`src/rtl/mem_bus_pkg.sv`:
```
// Shared definitions for the SRAM bus controller: FSM states, wait-counter
// width and default parameter values.
package mem_bus_pkg;

    typedef enum logic [1:0] {
        ST_IDLE,
        ST_ACCESS,
        ST_HOLD,
        ST_DONE
    } state_t;

    // Wide enough for WAIT_CYCLES up to 15
    localparam int CNT_W = 4;

    localparam int DEF_NUM_MASTERS = 2;
    localparam int DEF_NUM_BANKS   = 2;
    localparam int DEF_ADDR_W      = 20;
    localparam int DEF_DATA_W      = 32;
    localparam int DEF_WAIT_CYCLES = 2;

endpackage

```
`src/rtl/bus_arbiter.sv`:
```
// Master arbiter: one-hot grant plus index. Round-robin from ptr when
// SRAM_BUS_RR_EN is defined, otherwise fixed priority (lowest index wins).
module bus_arbiter
    import mem_bus_pkg::*;
#(
    parameter int NUM_MASTERS = DEF_NUM_MASTERS,
    parameter int IDX_W       = (NUM_MASTERS > 1) ? $clog2(NUM_MASTERS) : 1
) (
    input  logic [NUM_MASTERS-1:0] req,
`ifdef SRAM_BUS_RR_EN
    input  logic [IDX_W-1:0]       ptr,
`endif
    output logic [NUM_MASTERS-1:0] grant,
    output logic [IDX_W-1:0]       grant_idx
);

    logic             found;
    logic [IDX_W-1:0] cand;

    always_comb begin
        grant     = '0;
        grant_idx = '0;
        found     = 1'b0;
        cand      = '0;
        for (int unsigned i = 0; i < NUM_MASTERS; i++) begin
`ifdef SRAM_BUS_RR_EN
            cand = IDX_W'((32'(ptr) + i) % NUM_MASTERS);
`else
            cand = IDX_W'(i);
`endif
            if (!found && req[cand]) begin
                found       = 1'b1;
                grant_idx   = cand;
                grant[cand] = 1'b1;
            end
        end
    end

endmodule

```
`src/rtl/sram_bus_ctrl.sv`:
```
// Multi-master, multi-bank asynchronous SRAM controller with a fixed-length
// access phase. Macro SRAM_BUS_RR_EN selects round-robin arbitration.
module sram_bus_ctrl
    import mem_bus_pkg::*;
#(
    parameter int NUM_MASTERS = DEF_NUM_MASTERS,
    parameter int NUM_BANKS   = DEF_NUM_BANKS,
    parameter int ADDR_W      = DEF_ADDR_W,
    parameter int DATA_W      = DEF_DATA_W,
    parameter int WAIT_CYCLES = DEF_WAIT_CYCLES,
    parameter int SEL_W       = DATA_W / 8
) (
    input  logic                          clk,
    input  logic                          rst,
    input  logic [NUM_MASTERS-1:0]        m_req,
    input  logic [NUM_MASTERS-1:0]        m_we,
    input  logic [NUM_MASTERS*32-1:0]     m_addr,
    input  logic [NUM_MASTERS*SEL_W-1:0]  m_sel,
    input  logic [NUM_MASTERS*DATA_W-1:0] m_wdata,
    output logic [NUM_MASTERS-1:0]        m_ack,
    output logic [DATA_W-1:0]             m_rdata,
    output logic [NUM_BANKS*ADDR_W-1:0]   ram_addr,
    output logic [NUM_BANKS*SEL_W-1:0]    ram_be_n,
    output logic [NUM_BANKS-1:0]          ram_ce_n,
    output logic [NUM_BANKS-1:0]          ram_oe_n,
    output logic [NUM_BANKS-1:0]          ram_we_n,
    output logic [DATA_W-1:0]             ram_dq_o,
    output logic                          ram_dq_oe,
    input  logic [NUM_BANKS*DATA_W-1:0]   ram_dq_i
);

    localparam int IDX_W  = (NUM_MASTERS > 1) ? $clog2(NUM_MASTERS) : 1;
    localparam int BANK_W = (NUM_BANKS > 1) ? $clog2(NUM_BANKS) : 1;
    localparam logic [31:0] USED_ADDR_MASK =
        ((32'd1 << (ADDR_W + $clog2(NUM_BANKS))) - 32'd1) << 2;

    state_t                  state, state_nxt;
    logic [CNT_W-1:0]        cnt;
    logic [NUM_MASTERS-1:0]  grant_oh, grant_oh_q;
    logic [IDX_W-1:0]        grant_idx;
    logic                    we_q;
    logic [ADDR_W-1:0]       waddr_q;
    logic [SEL_W-1:0]        sel_q;
    logic [BANK_W-1:0]       bank_q, bank_mux;
    logic [31:0]             addr_mux;
    logic                    req_any, access_last;
    logic                    unused_addr_bits;
`ifdef SRAM_BUS_RR_EN
    logic [IDX_W-1:0]        ptr;
`endif

    bus_arbiter #(
        .NUM_MASTERS(NUM_MASTERS),
        .IDX_W      (IDX_W)
    ) u_arb (
        .req      (m_req),
`ifdef SRAM_BUS_RR_EN
        .ptr      (ptr),
`endif
        .grant    (grant_oh),
        .grant_idx(grant_idx)
    );

    assign req_any          = |m_req;
    assign access_last      = (cnt == CNT_W'(WAIT_CYCLES - 1));
    assign addr_mux         = m_addr[grant_idx*32 +: 32];
    assign unused_addr_bits = ^(addr_mux & ~USED_ADDR_MASK);

    generate
        if (NUM_BANKS > 1) begin : g_bank_dec
            assign bank_mux = addr_mux[ADDR_W+2 +: BANK_W];
        end else begin : g_bank_one
            assign bank_mux = '0;
        end
    endgenerate

    always_ff @(posedge clk) begin
        if (rst) state <= ST_IDLE;
        else     state <= state_nxt;
    end

    always_ff @(posedge clk) begin
        if (rst) begin
            cnt        <= '0;
            we_q       <= 1'b0;
            waddr_q    <= '0;
            sel_q      <= '0;
            bank_q     <= '0;
            grant_oh_q <= '0;
            ram_dq_o   <= '0;
            m_rdata    <= '0;
`ifdef SRAM_BUS_RR_EN
            ptr        <= '0;
`endif
        end else begin
            if (state == ST_IDLE && req_any) begin
                cnt        <= '0;
                we_q       <= m_we[grant_idx];
                waddr_q    <= addr_mux[ADDR_W+1:2];
                sel_q      <= m_sel[grant_idx*SEL_W +: SEL_W];
                bank_q     <= bank_mux;
                grant_oh_q <= grant_oh;
                ram_dq_o   <= m_wdata[grant_idx*DATA_W +: DATA_W];
`ifdef SRAM_BUS_RR_EN
                ptr        <= (grant_idx == IDX_W'(NUM_MASTERS - 1)) ? '0 : grant_idx + 1'b1;
`endif
            end
            if (state == ST_ACCESS) begin
                cnt <= cnt + 1'b1;
                if (access_last && !we_q)
                    m_rdata <= ram_dq_i[bank_q*DATA_W +: DATA_W];
            end
        end
    end

    always_comb begin
        state_nxt = state;
        ram_ce_n  = '1;
        ram_oe_n  = '1;
        ram_we_n  = '1;
        ram_be_n  = '1;
        ram_addr  = '0;
        ram_dq_oe = 1'b0;
        m_ack     = '0;
        case (state)
            ST_IDLE: begin
                if (req_any) state_nxt = ST_ACCESS;
            end
            ST_ACCESS: begin
                ram_ce_n[bank_q]                  = 1'b0;
                ram_be_n[bank_q*SEL_W +: SEL_W]   = ~sel_q;
                ram_addr[bank_q*ADDR_W +: ADDR_W] = waddr_q;
                if (we_q) begin
                    ram_we_n[bank_q] = 1'b0;
                    ram_dq_oe        = 1'b1;
                end else begin
                    ram_oe_n[bank_q] = 1'b0;
                end
                if (access_last) state_nxt = we_q ? ST_HOLD : ST_DONE;
            end
            // Write data stays driven one cycle past the we_n rising edge
            ST_HOLD: begin
                ram_ce_n[bank_q]                  = 1'b0;
                ram_be_n[bank_q*SEL_W +: SEL_W]   = ~sel_q;
                ram_addr[bank_q*ADDR_W +: ADDR_W] = waddr_q;
                ram_dq_oe                         = 1'b1;
                state_nxt                         = ST_DONE;
            end
            ST_DONE: begin
                m_ack     = grant_oh_q;
                state_nxt = ST_IDLE;
            end
            default: state_nxt = ST_IDLE;
        endcase
    end

endmodule
```
`config.mk`:
```
export PLATFORM = sky130hd
export DESIGN_NAME = sram_bus_ctrl
export DESIGN_NICKNAME = d
export VERILOG_FILES = /design/src/rtl/mem_bus_pkg.sv /design/src/rtl/bus_arbiter.sv /design/src/rtl/sram_bus_ctrl.sv
export SDC_FILE = /design/constraint.sdc
export NUM_CORES = 1
export LEC_CHECK = 0
export CAP_MARGIN = 5
export CORE_MARGIN = 2
export CORE_UTILIZATION = 30
export DETAILED_ROUTE_END_ITERATION = 10
export GPL_TIMING_DRIVEN = 0
export PLACE_DENSITY = 0.69
export SLEW_MARGIN = 20
export SYNTH_ARGS = -nofsm -noshare
export SYNTH_HDL_FRONTEND = slang
export SYNTH_SLANG_ARGS = --single-unit
```
`constraint.sdc`:
```
create_clock -name clk -period 3.6 [get_ports clk]
set_input_delay 0.54 -clock clk [delete_from_list [all_inputs] [get_ports clk]]
set_output_delay 0.54 -clock clk [all_outputs]
set_load 0.1 [all_outputs]
```
# Yosys cells after proc, flatten, opt, wreduce, memory -nomap -nowiden
# Index checks and enable logic that the tools add are counted.
[op_classes] add_sub_neg=3 multipliers=1 n_lt_le_gt_ge=3 eq_ne=6 shift=8 muxes=22 n_bitwise=5 reduce_logical=12
[op_table] cell="$shiftx A64 B7 Y32" n=2
[op_table] cell="$shiftx A64 B7 Y23" n=1
[op_table] cell="$and A40 B40 Y40" n=1
[op_table] cell="$mux W40" n=1
[op_table] cell="$shift A20 B34 Y40 const A" n=1
[op_table] cell="$shiftx A20 B34 Y40" n=1
[op_table] cell="$neg A3 Y34" n=1
[op_table] cell="$neg A6 Y34" n=1
[op_table] cell="$shift A4 B34 Y8 const A" n=1
[op_table] cell="$shiftx A4 B34 Y8" n=1
[op_table] cell="$mux W2" n=8
[op_table] cell="$mux W4" n=2
[op_table] cell="$mux W8" n=1
[op_table] cell="$not A8 Y8" n=1
[op_table] cell="$or A8 B8 Y8" n=1
[op_table] cell="$pmux W2 S4" n=1
[op_table] cell="$shiftx A8 B4 Y4" n=1
[op_table] cell="$mux W1" n=7
[op_table] cell="$add A4 B1 Y4 const B" n=1
[op_table] cell="$eq A2 B2 Y1 const B" n=2
[op_table] cell="$eq A4 B1 Y1 const B" n=1
[op_table] cell="$logic_and A1 B1 Y1" n=4
[op_table] cell="$lt A1 B2 Y1 const B" n=2
[op_table] cell="$mul A1 B3 Y4 const B" n=1
[op_table] cell="12 further kinds" n=16
[word_totals] register_bits=98 inputBits=206 output_inout_bits=121 word_cells=69

# Depth between registers and ports, before layout
[logic_depth] depth_word=7 ltp_mapped=8

# Modules after synthesis
# From an unflattened synthesis, not the netlist that was laid out.
[unflattened] hier_cells=533 area_unflattened_um2=4904.7
[by_module_without_submodules] mod="sram_bus_ctrl" n_inst=1 cells_per_inst=530 area_each_um2=4875.9 seq_area_each_um2=1961.9
[by_module_without_submodules] mod="bus_arbiter" n_inst=1 cells_per_inst=3 area_each_um2=28.8 seq_area_each_um2=0.0

# Worst setup path after synthesis
# No wires, ideal clock.
[synth_timing] path_type="reg2out" startpoint="reg state[0]" endpoint="out ram_dq_oe" arrival_ns=2.576 t_required_ns=3.060 path_slack_ns=0.484 path_stages_with_launch=6 path_buffers=2 path_cell_list="dfxtp_1 > inv_1 > ha_1 > clkbuf_1 > clkbuf_1 > nor2b_1"
[synth_via] elab_chain_len=2 elab_cells_between_ends=3 classes_between="eq/ne: 2; mux: 1"
[synth_lines] item="start: declaration" line="sram_bus_ctrl.sv:37" text="state_t state, state_nxt;"
[synth_lines] item="start signal: assignment" line="sram_bus_ctrl.sv:79" text="else state <= state_nxt;"
[synth_lines] item="$eq A2 B2 Y1 / $eq A2 B1 Y1 (equally long branches)" line="sram_bus_ctrl.sv:125" text="case (state)"
[synth_lines] item="$pmux W1 S2 (*)" line="sram_bus_ctrl.sv:125"
[synth_lines] item="end: declaration" line="sram_bus_ctrl.sv:28" text="output logic ram_dq_oe,"
# Every way passes the cells marked *; elsewhere a longest branch is shown, timed or not.

# Worst setup path in the final report
[layout_timing] startpoint="reg state[1]" endpoint="out ram_addr[31]"
[layout_via] elab_chain_len=3 elab_cells_between_ends=4 classes_between="eq/ne: 2; mux: 1; reduce/logical: 1"
[layout_lines] item="$eq A2 B1 Y1 / $eq A2 B2 Y1 (equally long branches)" line="sram_bus_ctrl.sv:125"
[layout_lines] item="$reduce_or A2 Y1 (no source line) (*)"
[layout_lines] item="$mux W40 (*)"
[layout_lines] item="end: declaration" line="sram_bus_ctrl.sv:22" text="output logic [NUM_BANKS*ADDR_W-1:0] ram_addr,"
# Marks and branches as above.

==> flow_summary.json <==
{
  "status": "finished, final reports clean",
  "yosysSeqAreaShare_pct": 40.1,
  "fin_nets": 1057,
  "wl_met2_mm": 9.07,
  "fin_crit_sh_pct": 95.7,
  "hpwlAfterDp_mm": 14.5,
  "final_common_cell": "clkdlybuf4s50_1",
  "post_cts_resized": 76,
  "ff2ff_path_depth": 8,
  "synth-compound-area-share_pct": 19.9,
  "leakagePower_nw": 3.22,
  "dr_total_vias": 5103,
  "design.core.area_sq_mm": 0.0159,
  "ir_drop_v": 0.000320,
  "via_per_inst": 4.79,
  "crit_path_max_fanout": 10,
  "cts_root_buf": "clkbuf_16",
  "crit_path_end_kind": "output pin",
  "tightest_slew_ps": 1040,
  "clock-sinks": 98,
  "drive_gt1_share_pct": 7.07,
  "ios": 327,
  "cts_buffers": 9,
  "fin_util_pct": 53.4,
  "worst_setup_path_start_kind": "flip-flop",
  "postRouteAntennaNets": 0,
  "synth_top_family_by_area": "compound AO/OA/AOI/OAI gates",
  "insertion_delay_ps": 340,
  "synth_edf_count": 0,
  "required_ps": 3060,
  "ys_seq_elements": 98,
  "mostFrequentLayoutCells": "clkdlybuf4s50_1, dfxtp_1, a211oi_1, mux2i_1, nor2_1",
  "dr.first_iter.drc_count": 194,
  "numPortBuffers": 303,
  "maxUsedRoutingLayer": "met4",
  "yosys.area_share.simple_pct": 13.5,
  "slew_violations": 0,
  "postCtsSetupRepairBufs": 0,
  "synth_xor_area_share_pct": 0,
  "die_h_um": 132,
  "grt_pass1_wl_mm": 28.6,
  "slew_headroom_pct": 30.6,
  "cts_tree": "yes",
  "antenna_found_initial": 0,
  "htreeDepth": 3,
  "clk_pin_slew_ps": 70,
  "reg2reg_from": "state[0]",
  "yosys_warnings": 0,
  "grt_pass1_vias": 5066,
  "syn_inst": 531,
  "finalSetupViolations": 0,
  "rsz0062_at_grt": "no",
  "drv_cap": 0,
  "fp-row-count": 46,
  "postPlaceCellArea_sq_mm": 0.00820,
  "yosysTopAreaCell": "dfxtp_1",
  "power_density_mw_per_mm2": 792,
  "synthArstFlopShare_pct": 0,
  "drt_wl_total_mm": 18.4,
  "syn_to_final_growth_pct": 73.9,
  "met3_length_mm": 1.40,
  "cp-startpoint": "state[1]",
  "muxShareOfSynthArea_pct": 18.6,
  "min_from": "ram_dq_o[27]",
  "dieArea_sq_mm": 0.0174,
  "drt-pass1-iter-count": 4,
  "r2r_slack_ps": 1380,
  "synthDominantCellAreaShare_pct": 40.1,
  "clock.fmax_mhz": 290,
  "finalCriticalPeriod_ps": 3450,
  "synth_area_per_cell_sq_um": 9.22,
  "fin_area_sq_mm": 0.00852,
  "die_w_um": 132,
  "drcViolationCount": 0,
  "grt_start_max_net_pins": 17,
  "hold_depth": 2,
  "track_usage_pct": 20.9,
  "yosys.area_share.adder_pct": 1.79,
  "cp.arrival_ps": 2910,
  "hold_viol_final": 0,
  "overflow": 0,
  "syn_area_sq_mm": 0.00490,
  "synthTopCellsByArea": "dfxtp_1, mux2i_1, a211oi_1",
  "cts_buffer_depth": 2,
  "ys_types": 35,
  "path_class": "flip-flop to output pin",
  "initial_utilization_pct": 30.7,
  "ys.flop_type": "dfxtp_1",
  "gp_congestion": 0.764,
  "fillers": 1527,
  "cts.hold.buffers_added": 0,
  "drt-met1-wl_mm": 7.65,
  "hold_class": "flip-flop to flip-flop",
  "n_antenna_cell": 0,
  "post_drt_wl_per_cell_um": 17.3,
  "skew_ps": 7.57,
  "syn-num-nets": 744
}
## Yosys cell counts, types with 4 or more instances
cell      count
nor2b_1       4
clkbuf_1     28
mux2i_1      91
a211oi_1     93
inv_1         7
nand2_1       9
buf_2        16
and2_1       22
nor2_1       59
ha_1          7
dfxtp_1      98
and3_1       20
nand3_1      10
a21oi_1      38
## report_power, final
group / internal, mW / leakage (nW) / switching (mW)
Combinational: 1.07 / 2.27 / 3.11
Sequential: 1.34 / 0.806 / 0.160
Clock: 0.628 / 0.147 / 0.436
Total: 3.04 / 3.22 / 3.71
## registers in the layout (all words and copies together), names as in the netlist
name	flops
state	2
ram_dq_o	32
cnt	4
grant_oh_q	2
we_q	1
waddr_q	20
bank_q	1
sel_q	4
m_rdata	32
## kinds of logic after synthesis
kind of cell    after synthesis
mux                          91
flops                        98
fa+ha+maj                     7
buf+inv                      61
simple gates                132
compound gates              142
## critical path, cell delays in order (launching register included)
cell	delay, ps
dfxtp_1	410
inv_1	110
ha_2	500
clkbuf_1	440
and3_1	220
dlygate4sd2_1	870
## path summary, 6_finish.rpt
check | end
setup / recovery | ram_addr[31]
hold / removal | ram_dq_o[27]
setup reg to reg | ram_dq_o[29]
hold reg to reg | ram_dq_o[27]
## stage by stage
step	power, mW	setup TNS [ps]	hold slack [ps]	cells	worst slack, ps
after detailed placement	5.77	-8170	487	1050	-540
after CTS	6.79	0	501	1065	0.0715
final	6.75	0	496	1065	154
after floorplan	4.56	0	457	531	484
after global routing	7.08	0	518	1065	2.73
after global placement	5.75	-8620	484	1050	-553
## area by class of cell
| type | instances | area (sq um) | share of cell area, % |
|---|---|---|---|
| plain buffers | 53 | 273 | 3.20 |
| clock buffers | 10 | 239 | 2.81 |
| clock inverters | 6 | 90.1 | 1.06 |
| inverters | 7 | 26.3 | 0.309 |
| multi-input cells | 372 | 2640 | 31.0 |
| flip-flops and latches | 98 | 1960 | 23.0 |
| well taps | 216 | 270 | 3.17 |
| repair buffers | 303 | 3020 | 35.4 |
## metal layers
layer,vias to the layer above,track usage (%)
li1,2559,-
met1,2329,24.3
met2,197,36.8
met3,18,6.65
met4,0,6.34
met5,-,0
(Power assumes the default switching activity.)
